--- config.mk ---
export PLATFORM = sky130hd
export DESIGN_NAME = aux_island_player
export DESIGN_NICKNAME = d
export VERILOG_FILES = /design/src/rtl/aux_island_player_pkg.sv /design/src/rtl/aux_island_player_ram.sv /design/src/rtl/aux_island_player.sv
export SDC_FILE = /design/constraint.sdc
export NUM_CORES = 1
export LEC_CHECK = 0
export CORE_MARGIN = 2
export CORE_UTILIZATION = 52
export CTS_BUF_LIST = sky130_fd_sc_hd__clkbuf_4
export DETAILED_ROUTE_END_ITERATION = 10
export DONT_BUFFER_PORTS = 1
export GPL_TIMING_DRIVEN = 0
export PLACE_DENSITY = 0.63
export SYNTH_ARGS = -nofsm -noshare
export SYNTH_HDL_FRONTEND = slang
export SYNTH_SLANG_ARGS = --single-unit
--- constraint.sdc ---
create_clock -name pclk -period 4.2 [get_ports pclk]
set_clock_uncertainty 0.05 [all_clocks]
set_input_delay 0.21 -clock pclk [delete_from_list [all_inputs] [get_ports pclk]]
set_output_delay 0.21 -clock pclk [all_outputs]
set_load 0.01 [all_outputs]
--- src/rtl/aux_island_player_pkg.sv ---
// Shared definitions for the aux data-island player.
// Provides the island body size, the bit layout of a 25-bit aux FIFO word,
// the play FSM state type and a helper that extracts the 9-bit island word.
package aux_island_player_pkg;

  localparam int unsigned ISLAND_WORDS = 32;
  localparam int unsigned WORD_AW      = $clog2(ISLAND_WORDS);

  // Aux FIFO word layout.
  localparam int unsigned AUX_W   = 25;
  localparam int unsigned TAG_MSB = 24;
  localparam int unsigned TAG_LSB = 9;
  localparam int unsigned HDR_BIT = 8;
  localparam int unsigned CH2_MSB = 7;
  localparam int unsigned CH2_LSB = 4;
  localparam int unsigned CH1_MSB = 3;
  localparam int unsigned CH1_LSB = 0;

  localparam int unsigned TAG_W  = TAG_MSB - TAG_LSB + 1;
  localparam int unsigned DATA_W = 9;

  typedef enum logic [2:0] {
    StIdle,
    StPre,
    StLGuard,
    StData,
    StTGuard
  } play_state_e;

  // Island word = {ch0 header bit, ch2 nibble, ch1 nibble}.
  function automatic logic [DATA_W-1:0] aux_word_data(input logic [AUX_W-1:0] w);
    return {w[HDR_BIT], w[CH2_MSB:CH2_LSB], w[CH1_MSB:CH1_LSB]};
  endfunction

endpackage

--- src/rtl/aux_island_player_ram.sv ---
// Two-bank ping-pong island buffer.
// Ports:
//   i_clk, i_rst        clock, synchronous active-high reset (clears tags and full flags)
//   i_wr_*              word write into bank i_wr_bank at i_wr_addr
//   i_tag_wr, i_tag     load the tag of bank i_wr_bank
//   i_set_full          mark bank i_wr_bank full
//   i_clr_full/bank     mark bank i_clr_bank empty
//   i_rd_*              registered read; o_rd_data valid the cycle after i_rd_en
//   o_bank_tag/full     per-bank tag and full flag
module aux_bank_ram
  import aux_island_player_pkg::*;
(
  input  logic                  i_clk,
  input  logic                  i_rst,
  input  logic                  i_wr_en,
  input  logic                  i_wr_bank,
  input  logic [WORD_AW-1:0]    i_wr_addr,
  input  logic [DATA_W-1:0]     i_wr_data,
  input  logic                  i_tag_wr,
  input  logic [TAG_W-1:0]      i_tag,
  input  logic                  i_set_full,
  input  logic                  i_clr_full,
  input  logic                  i_clr_bank,
  input  logic                  i_rd_en,
  input  logic                  i_rd_bank,
  input  logic [WORD_AW-1:0]    i_rd_addr,
  output logic [DATA_W-1:0]     o_rd_data,
  output logic [1:0][TAG_W-1:0] o_bank_tag,
  output logic [1:0]            o_bank_full
);

  logic [DATA_W-1:0]     r_mem [0:2*ISLAND_WORDS-1];
  logic [DATA_W-1:0]     r_rd_data;
  logic [1:0][TAG_W-1:0] r_tag;
  logic [1:0]            r_full;

  // Storage array carries no reset; emptiness is tracked by the full flags.
  always_ff @(posedge i_clk) begin
    if (i_wr_en) begin
      r_mem[{i_wr_bank, i_wr_addr}] <= i_wr_data;
    end
    if (i_rd_en) begin
      r_rd_data <= r_mem[{i_rd_bank, i_rd_addr}];
    end
  end

  // Fill only sets a bank that is not full and play only clears a full one,
  // so set and clear never target the same bank in one cycle.
  always_ff @(posedge i_clk) begin
    if (i_rst) begin
      r_tag  <= '0;
      r_full <= '0;
    end else begin
      if (i_tag_wr) begin
        r_tag[i_wr_bank] <= i_tag;
      end
      if (i_set_full) begin
        r_full[i_wr_bank] <= 1'b1;
      end
      if (i_clr_full) begin
        r_full[i_clr_bank] <= 1'b0;
      end
    end
  end

  assign o_rd_data   = r_rd_data;
  assign o_bank_tag  = r_tag;
  assign o_bank_full = r_full;

endmodule

--- src/rtl/aux_island_player.sv ---
// Aux data-island player (pixel clock domain).
// Drains the aux FIFO into 32-word island bodies held in a two-bank ping-pong
// buffer and plays one complete island per timing-generator request as
// preamble / leading guard / data / trailing guard.
// Ports:
//   pclk, sys_rst     pixel clock, synchronous active-high reset
//   aux_dout          FIFO data: [24:9] tag, [8] hdr, [7:4] ch2, [3:0] ch1
//   aux_empty         FIFO empty
//   aux_rd_en         FIFO read strobe (data on aux_dout next cycle)
//   island_req        one-cycle request for one island
//   island_busy       high for the whole island
//   preamble, guard   control-period phase indicators
//   island_valid      high during the data words
//   island_data       current data word (0 outside data phase)
//   island_tag        tag of last accepted island
//   drop_cnt          saturating count of discarded partial islands
module aux_island_player
  import aux_island_player_pkg::*;
#(
  parameter int unsigned PREAMBLE_LEN = 8,
  parameter int unsigned GUARD_LEN    = 2
) (
  input  logic              pclk,
  input  logic              sys_rst,
  input  logic [AUX_W-1:0]  aux_dout,
  input  logic              aux_empty,
  output logic              aux_rd_en,
  input  logic              island_req,
  output logic              island_busy,
  output logic              preamble,
  output logic              guard,
  output logic              island_valid,
  output logic [DATA_W-1:0] island_data,
  output logic [TAG_W-1:0]  island_tag,
  output logic [7:0]        drop_cnt
);

  localparam int unsigned CntW = 8;
  localparam logic [CntW-1:0] PreLast   = CntW'(PREAMBLE_LEN - 1);
  localparam logic [CntW-1:0] GuardLast = CntW'(GUARD_LEN - 1);
  localparam logic [CntW-1:0] DataLast  = CntW'(ISLAND_WORDS - 1);
  localparam logic [WORD_AW-1:0] WordLast = WORD_AW'(ISLAND_WORDS - 1);

  // Shared buffer signals
  logic [1:0]            w_bank_full;
  logic [1:0][TAG_W-1:0] w_bank_tag;
  logic [DATA_W-1:0]     w_rd_data;

  // Fill side
  logic               r_fill_bank;
  logic [WORD_AW-1:0] r_fill_word;
  logic               r_rd_pend;
  logic [7:0]         r_drop_cnt;
  logic [TAG_W-1:0]   w_in_tag;
  logic               w_tag_miss;
  logic               w_restart;
  logic               w_last;
  logic               w_wr_en;
  logic [WORD_AW-1:0] w_wr_addr;

  // Play side
  play_state_e      r_state;
  logic [CntW-1:0]  r_cnt;
  logic             r_play_bank;
  logic             r_busy;
  logic             r_pre;
  logic             r_guard;
  logic             r_valid;
  logic [TAG_W-1:0] r_tag;
  logic             w_rd_en;
  logic [WORD_AW-1:0] w_rd_addr;
  logic             w_clr_full;

  // ---------------------------------------------------------------- fill
  assign w_in_tag   = aux_dout[TAG_MSB:TAG_LSB];
  assign w_tag_miss = (r_fill_word != '0) && (w_in_tag != w_bank_tag[r_fill_bank]);
  // A tag mismatch restarts the bank with the offending word as word 0.
  assign w_restart  = (r_fill_word == '0) || w_tag_miss;
  assign w_last     = !w_restart && (r_fill_word == WordLast);
  assign w_wr_en    = r_rd_pend && !sys_rst;
  assign w_wr_addr  = w_restart ? '0 : r_fill_word;

  // Only one read in flight, so a word never arrives for a bank that just filled.
  assign aux_rd_en = !sys_rst && !aux_empty && !r_rd_pend && !w_bank_full[r_fill_bank];

  always_ff @(posedge pclk) begin
    if (sys_rst) begin
      r_fill_bank <= 1'b0;
      r_fill_word <= '0;
      r_rd_pend   <= 1'b0;
      r_drop_cnt  <= '0;
    end else begin
      r_rd_pend <= aux_rd_en;
      if (r_rd_pend) begin
        if (w_tag_miss && (r_drop_cnt != 8'hFF)) begin
          r_drop_cnt <= r_drop_cnt + 8'd1;
        end
        if (w_last) begin
          r_fill_word <= '0;
          r_fill_bank <= ~r_fill_bank;
        end else if (w_restart) begin
          r_fill_word <= WORD_AW'(1);
        end else begin
          r_fill_word <= r_fill_word + WORD_AW'(1);
        end
      end
    end
  end

  // ---------------------------------------------------------------- play
  // RAM address runs one word ahead so read data lines up with island_valid.
  assign w_rd_en    = ((r_state == StLGuard) && (r_cnt == GuardLast)) || (r_state == StData);
  assign w_rd_addr  = (r_state == StData) ? (r_cnt[WORD_AW-1:0] + WORD_AW'(1)) : '0;
  assign w_clr_full = (r_state == StTGuard) && (r_cnt == GuardLast);

  always_ff @(posedge pclk) begin
    if (sys_rst) begin
      r_state     <= StIdle;
      r_cnt       <= '0;
      r_play_bank <= 1'b0;
      r_busy      <= 1'b0;
      r_pre       <= 1'b0;
      r_guard     <= 1'b0;
      r_valid     <= 1'b0;
      r_tag       <= '0;
    end else begin
      unique case (r_state)
        StIdle: begin
          // Registered full flag: a bank filling this very cycle is not yet eligible.
          if (island_req && w_bank_full[r_play_bank]) begin
            r_state <= StPre;
            r_cnt   <= '0;
            r_busy  <= 1'b1;
            r_pre   <= 1'b1;
            r_tag   <= w_bank_tag[r_play_bank];
          end
        end
        StPre: begin
          if (r_cnt == PreLast) begin
            r_state <= StLGuard;
            r_cnt   <= '0;
            r_pre   <= 1'b0;
            r_guard <= 1'b1;
          end else begin
            r_cnt <= r_cnt + 1'b1;
          end
        end
        StLGuard: begin
          if (r_cnt == GuardLast) begin
            r_state <= StData;
            r_cnt   <= '0;
            r_guard <= 1'b0;
            r_valid <= 1'b1;
          end else begin
            r_cnt <= r_cnt + 1'b1;
          end
        end
        StData: begin
          if (r_cnt == DataLast) begin
            r_state <= StTGuard;
            r_cnt   <= '0;
            r_valid <= 1'b0;
            r_guard <= 1'b1;
          end else begin
            r_cnt <= r_cnt + 1'b1;
          end
        end
        StTGuard: begin
          if (r_cnt == GuardLast) begin
            r_state     <= StIdle;
            r_cnt       <= '0;
            r_guard     <= 1'b0;
            r_busy      <= 1'b0;
            r_play_bank <= ~r_play_bank;
          end else begin
            r_cnt <= r_cnt + 1'b1;
          end
        end
        default: begin
          r_state <= StIdle;
        end
      endcase
    end
  end

  aux_bank_ram u_ram (
    .i_clk       (pclk),
    .i_rst       (sys_rst),
    .i_wr_en     (w_wr_en),
    .i_wr_bank   (r_fill_bank),
    .i_wr_addr   (w_wr_addr),
    .i_wr_data   (aux_word_data(aux_dout)),
    .i_tag_wr    (w_wr_en && w_restart),
    .i_tag       (w_in_tag),
    .i_set_full  (w_wr_en && w_last),
    .i_clr_full  (w_clr_full),
    .i_clr_bank  (r_play_bank),
    .i_rd_en     (w_rd_en),
    .i_rd_bank   (r_play_bank),
    .i_rd_addr   (w_rd_addr),
    .o_rd_data   (w_rd_data),
    .o_bank_tag  (w_bank_tag),
    .o_bank_full (w_bank_full)
  );

  assign island_busy  = r_busy;
  assign preamble     = r_pre;
  assign guard        = r_guard;
  assign island_valid = r_valid;
  assign island_data  = r_valid ? w_rd_data : '0;
  assign island_tag   = r_tag;
  assign drop_cnt     = r_drop_cnt;

endmodule
After elaboration in Yosys (flattened, before gate mapping)
Memory sizes are Yosys's and may differ from the RTL's. A register that Yosys moved wholly into a read port is not among the register bits.
Cells that the tools add are included.

cells by class
  $add $sub $neg = 4
  $lt $le $gt $ge = 4
  eq/ne operators = 16
  muxes and demuxes = 47
  bitwise gates (word level) = 5
  reduce and logical (&&, ||, !) cells = 40

operators by type and width
  cell                 count
  $mux 16              5
  $bwmux 32            1
  $mux 8               4
  $pmux 8 s4           1
  $mux 5               4
  $add 8x1->8 const B  2
  $demux 16 s1         1
  $ne 16x16->1         1
  $mux 1               15
  $mux 3               5
  $pmux 3 s5           1
  $logic_and 1x1->1    14
  $add 5x1->5 const B  2
  $reduce_and 2->1     5
  $mux 9               1
  $reduce_and 3->1     3
  $eq 8x1->1 const B   1
  $eq 8x3->1 const B   1
  $eq 8x5->1 const B   1
  $ne 8x8->1 const B   1
  $eq 3x2->1 const B   2
  $mux 2               3
  $ne 2x1->1 const B   3
  $ne 2x2->1 const B   3
  23 further kinds     36

storage, ports and cells
  flip-flop bits (word level) = 81
  RAM bits = 576
  input port bits = 29
  output and inout bits = 38
  word-level logic and storage cells = 132
  memories kept = 1

memories
  name         depth  width  read ports  clocked after memory_dff  wr ports  RTL line                     RTL
  u_ram.r_mem  64     9      1           1                         1         aux_island_player_ram.sv:32  logic [DATA_W-1:0] r_mem [0:2*ISLAND_WORDS-1];

Logic depth before layout (Yosys ltp)
  depth after elaboration = 12
  gate-level depth with buffers = 11
  gate-level depth less buffers = 8

Modules after synthesis
From an unflattened synthesis, not the netlist that was laid out.

unflattened totals
  cells, all modules = 1543
  area total of the unflattened synthesis = 26670.6 um2

modules (own cells, without submodules)
  module             times used  cells an instance  area an instance (um2)  sequential area each (um2)
  aux_bank_ram       1           1183               23686.5                 18247.5
  aux_island_player  1           360                2984.1                  940.9

Worst setup path after synthesis
Ideal clock, no wire load.

  path kind = flip-flop to flip-flop
  from = register r_fill_bank
  to = memory u_ram.r_mem[43][0] (enable)
  library setup time = 399 ps
  arrival time = 2834 ps
  required time = 3751 ps
  setup slack = 917 ps
  stages on the path, launching flop included = 11
  buffers on the path = 4
  clock period less this slack = 3283 ps
  path through = dfxtp_1 -> buf_6 -> buf_6 -> mux2i_1 -> xnor2_1 -> nor4_2 -> and4_4 -> buf_6 -> nand2_4 -> buf_6 -> nor4_1

on the way
  longest elaborated chain between the ends = 6

RTL lines
  what                                         RTL line                     RTL
  from (decl)                                  aux_island_player.sv:50      logic r_fill_bank;
  from (signal assigned)                       aux_island_player.sv:100     r_fill_bank <= ~r_fill_bank;
  $mux 16 (implied by the code) (2 in series)  aux_island_player.sv:76      assign w_tag_miss = (r_fill_word != '0) && (w_in_tag != w_bank_tag[r_fill_bank]);
  $ne 16x16->1                                 aux_island_player.sv:76
  $logic_and 1x1->1                            aux_island_player.sv:76
  $logic_or 1x1->1                             aux_island_player.sv:78      assign w_restart = (r_fill_word == '0) || w_tag_miss;
  $mux 5                                       aux_island_player.sv:81      assign w_wr_addr = w_restart ? '0 : r_fill_word;
  to (decl)                                    aux_island_player_ram.sv:32

Parallel ways exist; a longest one is shown, timed or not. The select of a mux whose other input is x is not followed.

Worst setup path in the final report
  from = register r_cnt[0]
  to = register u_ram.r_rd_data[8], in the netlist u_ram.o_rd_data[8] (read register of u_ram.r_mem) (data pin)

on the way
  longest elaborated chain between the ends = 3
  elaborated cells between the ends (all ways) = 5
  those cells by class = add/sub (1); eq/ne (1); mux (1); reduce/logical (2)

RTL lines
  what                                                                 RTL line                     RTL
  from (decl)                                                          aux_island_player.sv:63      logic [CntW-1:0] r_cnt;
  from (signal assigned)                                               aux_island_player.sv:145     r_cnt <= r_cnt + 1'b1;
  from (signal assigned)                                               aux_island_player.sv:155     r_cnt <= r_cnt + 1'b1;
  from (signal assigned)                                               aux_island_player.sv:165     r_cnt <= r_cnt + 1'b1;
  parallel branches: the longest is 3 deep, another holds $add 5x1->5  n/a
  to (decl)                                                            aux_island_player_ram.sv:33  logic [DATA_W-1:0] r_rd_data;

Parallel ways; which one is timed is not known.
A chain may end at the register's enable or synchronous reset.

==> flow_summary.json <==
{
  "end_kind": "register",
  "cts.htree.levels": 4,
  "worst_pin_slew_ns": 1.48,
  "drc": 0,
  "drv_slew": 0,
  "clk_pin_slew_ns": 0.07,
  "status": "finished with violations",
  "vdd_drop_max_mv": 0.244,
  "slowest_stage": "xor2_1",
  "gr-total-overflow": 0,
  "critPathKind": "register to register",
  "grt_pass1_wl_mm": 132,
  "slowest_delay_ns": 0.63,
  "cts_tree": "yes",
  "avgSynthCellArea_um2": 14.1,
  "vias_per_cell": 6.48,
  "grt.total_usage_pct": 33.0,
  "final_common_cell": "edfxtp_1",
  "syn_to_final_growth_pct": 15.9,
  "dp_slack_ns": -0.298,
  "critPathRequiredTime_ns": 4.85,
  "leakage_uw": 0.0107,
  "cts.sinks": 666,
  "clock_power_share_pct": 42.3,
  "dp_hpwl_mm": 61.6,
  "ys_seq_area_share_pct": 68.3,
  "hold_viol": 0,
  "slew_headroom_pct": 0.338,
  "synth_edf_count": 585,
  "failed_checks": "capacitance limit",
  "reg2reg_from": "r_cnt[0]",
  "whs_ns": 0.180,
  "crit_family": "buffers and inverters",
  "root_buffer": "clkbuf_4",
  "wl_mm": 91.2,
  "finalWeightedCongestion": 0.986,
  "vias": 20040,
  "worstSetupStartpointType": "register",
  "yosysUniqueCellTypes": 78,
  "dp_cells": 2728,
  "first_global_vias": 19527,
  "synth_seq_cells": 666,
  "rows": 85,
  "post_cts_buffers": 0,
  "netlist_area_um2": 28100,
  "hold_path_depth": 2,
  "fin_nets": 2304,
  "start_util_pct": 52.4,
  "die_w_um": 236,
  "die_h_um": 236,
  "path_cells": "buf_2 -> and3_1 -> clkbuf_1 -> xor2_1 -> clkbuf_1 -> buf_2 -> a2111oi_0 -> o41ai_1 -> o32ai_1",
  "p_sw_share_pct": 22.1,
  "r2r_cells": 9,
  "ys_top_cells_by_area": "edfxtp_1 (63%), dfxtp_1 (5.8%), mux2i_1 (5.2%)",
  "worst_slack_ns": 0.00355,
  "netlist_instances": 1989,
  "firstDrtPassIters": 6,
  "clock_latency_ns": 1.02,
  "cp_max_fo": 10,
  "dieArea_um2": 55900,
  "final_cells": 3092,
  "drtAntennaViolNets": 0,
  "numCtsBuffers": 170,
  "min_period_over_period_pct": 99.9,
  "p_seq_share_pct": 55.2,
  "regToRegEndpoint": "u_ram.o_rd_data[8]",
  "fmax_ghz": 0.238,
  "final_cell_mix": "edfxtp_1 (585), clkbuf_4 (245), mux2i_1 (146), nand2_1 (132), nor2_1 (120)",
  "arrival_ns": 4.84,
  "drive_above_1_share_pct": 20.6,
  "yosysTopAreaCell": "edfxtp_1",
  "cts_buffer_depth": 3,
  "yosys_warnings": 0,
  "power_density_nw_per_um2": 401,
  "first_iter_violations": 2792,
  "internal_power_uw": 10200,
  "grt_max_degree": 65,
  "setup_violations": 0,
  "wire_per_inst_um": 29.5,
  "drv_cap": 1,
  "hold_class": "input pin to register",
  "ys.flop_type": "edfxtp_1",
  "combPwrFrac_pct": 2.5,
  "min_to": "u_ram.r_mem[2][4]",
  "synthArstFlopShare_pct": 0,
  "final_util_pct": 60.7,
  "core-area_um2": 53600,
  "ios": 67,
  "synth_nets": 2024,
  "min_period_ns": 4.20,
  "hold_start": "aux_dout[4]",
  "synth_top_area_share_pct": 62.5,
  "grt_antenna_before_repair": 4,
  "rsz0062_at_grt": "no",
  "port_buffers": 0,
  "path_buf_inv": 4,
  "finalPower_uw": 13100,
  "power_switching_uw": 2890,
  "reg2reg_setup_slack_ns": 0.004
}
cell usage after synthesis, types with 7 or more instances:
master / n
edfxtp_1: 585
o211a_1: 7
and3_1: 18
a21oi_1: 66
buf_1: 10
o22ai_1: 35
o21ai_0: 49
a221o_1: 10
a31oi_1: 17
a311oi_1: 7
a32oi_1: 8
a211oi_1: 38
o311ai_0: 8
a2111oi_0: 8
mux4_2: 21
o22a_1: 7
nand2_1: 132
and2_1: 16
o221ai_1: 63
nor4_2: 9
o2111ai_1: 13
nand3_1: 39
nand4_1: 11
dfxtp_1: 81
o2bb2ai_1: 8
nor2_1: 120
nor2b_1: 20
nand2b_1: 58
inv_1: 10
buf_6: 8
clkbuf_1: 87
nor4_1: 32
mux2i_1: 146
nor3_1: 45
buf_2: 48
xnor2_1: 20
or3_1: 8
mux2_2: 21
worst reg2reg max path, stage by stage (launching register included):
cell and delay, ns:
dfxtp_1 0.36, buf_2 0.29, and3_1 0.21, clkbuf_1 0.26, xor2_1 0.63, clkbuf_1 0.53, buf_2 0.48, a2111oi_0 0.15
o41ai_1 0.63, o32ai_1 0.28
through the flow:
step           area (um2)  TNS (ns)
2_1_floorplan       28100         0
3_3_place_gp        29000    -82.95
3_5_place_dp        29600    -0.769
4_1_cts             32500   -0.0142
5_1_grt             32600         0
6_report            32600         0
kinds of logic after synthesis:
| family | after synthesis | synth area share [%] |
|---|---|---|
| flip-flops | 666 | 68.3 |
| adder cells (fa/ha/maj) | 6 | 0.267 |
| AND/OR/NAND/NOR | 533 | 9.65 |
| AO/OA/AOI/OAI | 404 | 10.6 |
| XOR/XNOR | 24 | 0.802 |
| multiplexers | 188 | 7.73 |
| buffers and inverters | 168 | 2.71 |
repair_timing:
| action | 4_1_cts | 5_1_grt |
|---|---|---|
| gates resized for setup | 4 | 8 |
| endpoints found under the hold margin | 874 | 0 |
| hold buffers | 64 | 0 |
| setup endpoints to repair | 4 | 8 |
worst max-delay path by stage:
stage	startpoint	endpoint	slack, ns	cells after the start
after global routing	r_cnt[0]	u_ram.o_rd_data[8]	0.05	9
after detailed placement	r_cnt[1]	u_ram.o_rd_data[0]	-0.30	11
after CTS	r_cnt[1]	u_ram.o_rd_data[0]	-0.01	9
final	r_cnt[0]	u_ram.o_rd_data[8]	0.004	9
after global placement	r_fill_bank	u_ram.r_mem[43][0]	-0.80	10
after floorplan	r_fill_bank	u_ram.r_mem[43][0]	0.92	10
registers in the layout, summed over array words and instances, names as in the netlist:
signal / flops
r_state: 3
r_fill_word: 5
island_valid: 1
u_ram.o_bank_tag: 32
r_rd_pend: 1
preamble: 1
drop_cnt: 8
r_fill_bank: 1
r_play_bank: 1
r_cnt: 8
island_tag: 16
island_busy: 1
u_ram.o_bank_full: 2
u_ram.r_mem: 576
guard: 1
u_ram.o_rd_data: 9
area by class of cell:
type	instances	area, um2
Fill cell	4278	21000
Sequential cell	666	19200
Multi-Input combinational cell	1155	8430
Clock buffer	245	1840
Timing Repair Buffer	108	1170
Tap cell	696	871
Buffer	156	724
Clock inverter	52	293
Inverter	12	45.0
Antenna cell	2	5.00
layer usage:
layer / vias to the layer above / global-route usage, % / part of all wire (%)
met5: - / 0 / 0
met4: 0 / 16.4 / 5.1
met3: 273 / 10.2 / 12
met2: 1406 / 50.0 / 45
met1: 9855 / 43.3 / 38
li1: 8506 / - / -
power groups by stage:
| stage | Clock (uW) | Sequential (uW) | Combinational, uW |
|---|---|---|---|
| 3_3_place_gp | 0 | 7350 | 141 |
| 5_1_grt | 5920 | 7210 | 340 |
| 6_report | 5520 | 7210 | 322 |
| 3_5_place_dp | 0 | 7350 | 145 |
| 4_1_cts | 5570 | 7210 | 318 |
| 2_1_floorplan | 0 | 7350 | 103 |
No activity file was read; power rests on OpenSTA's default activity.
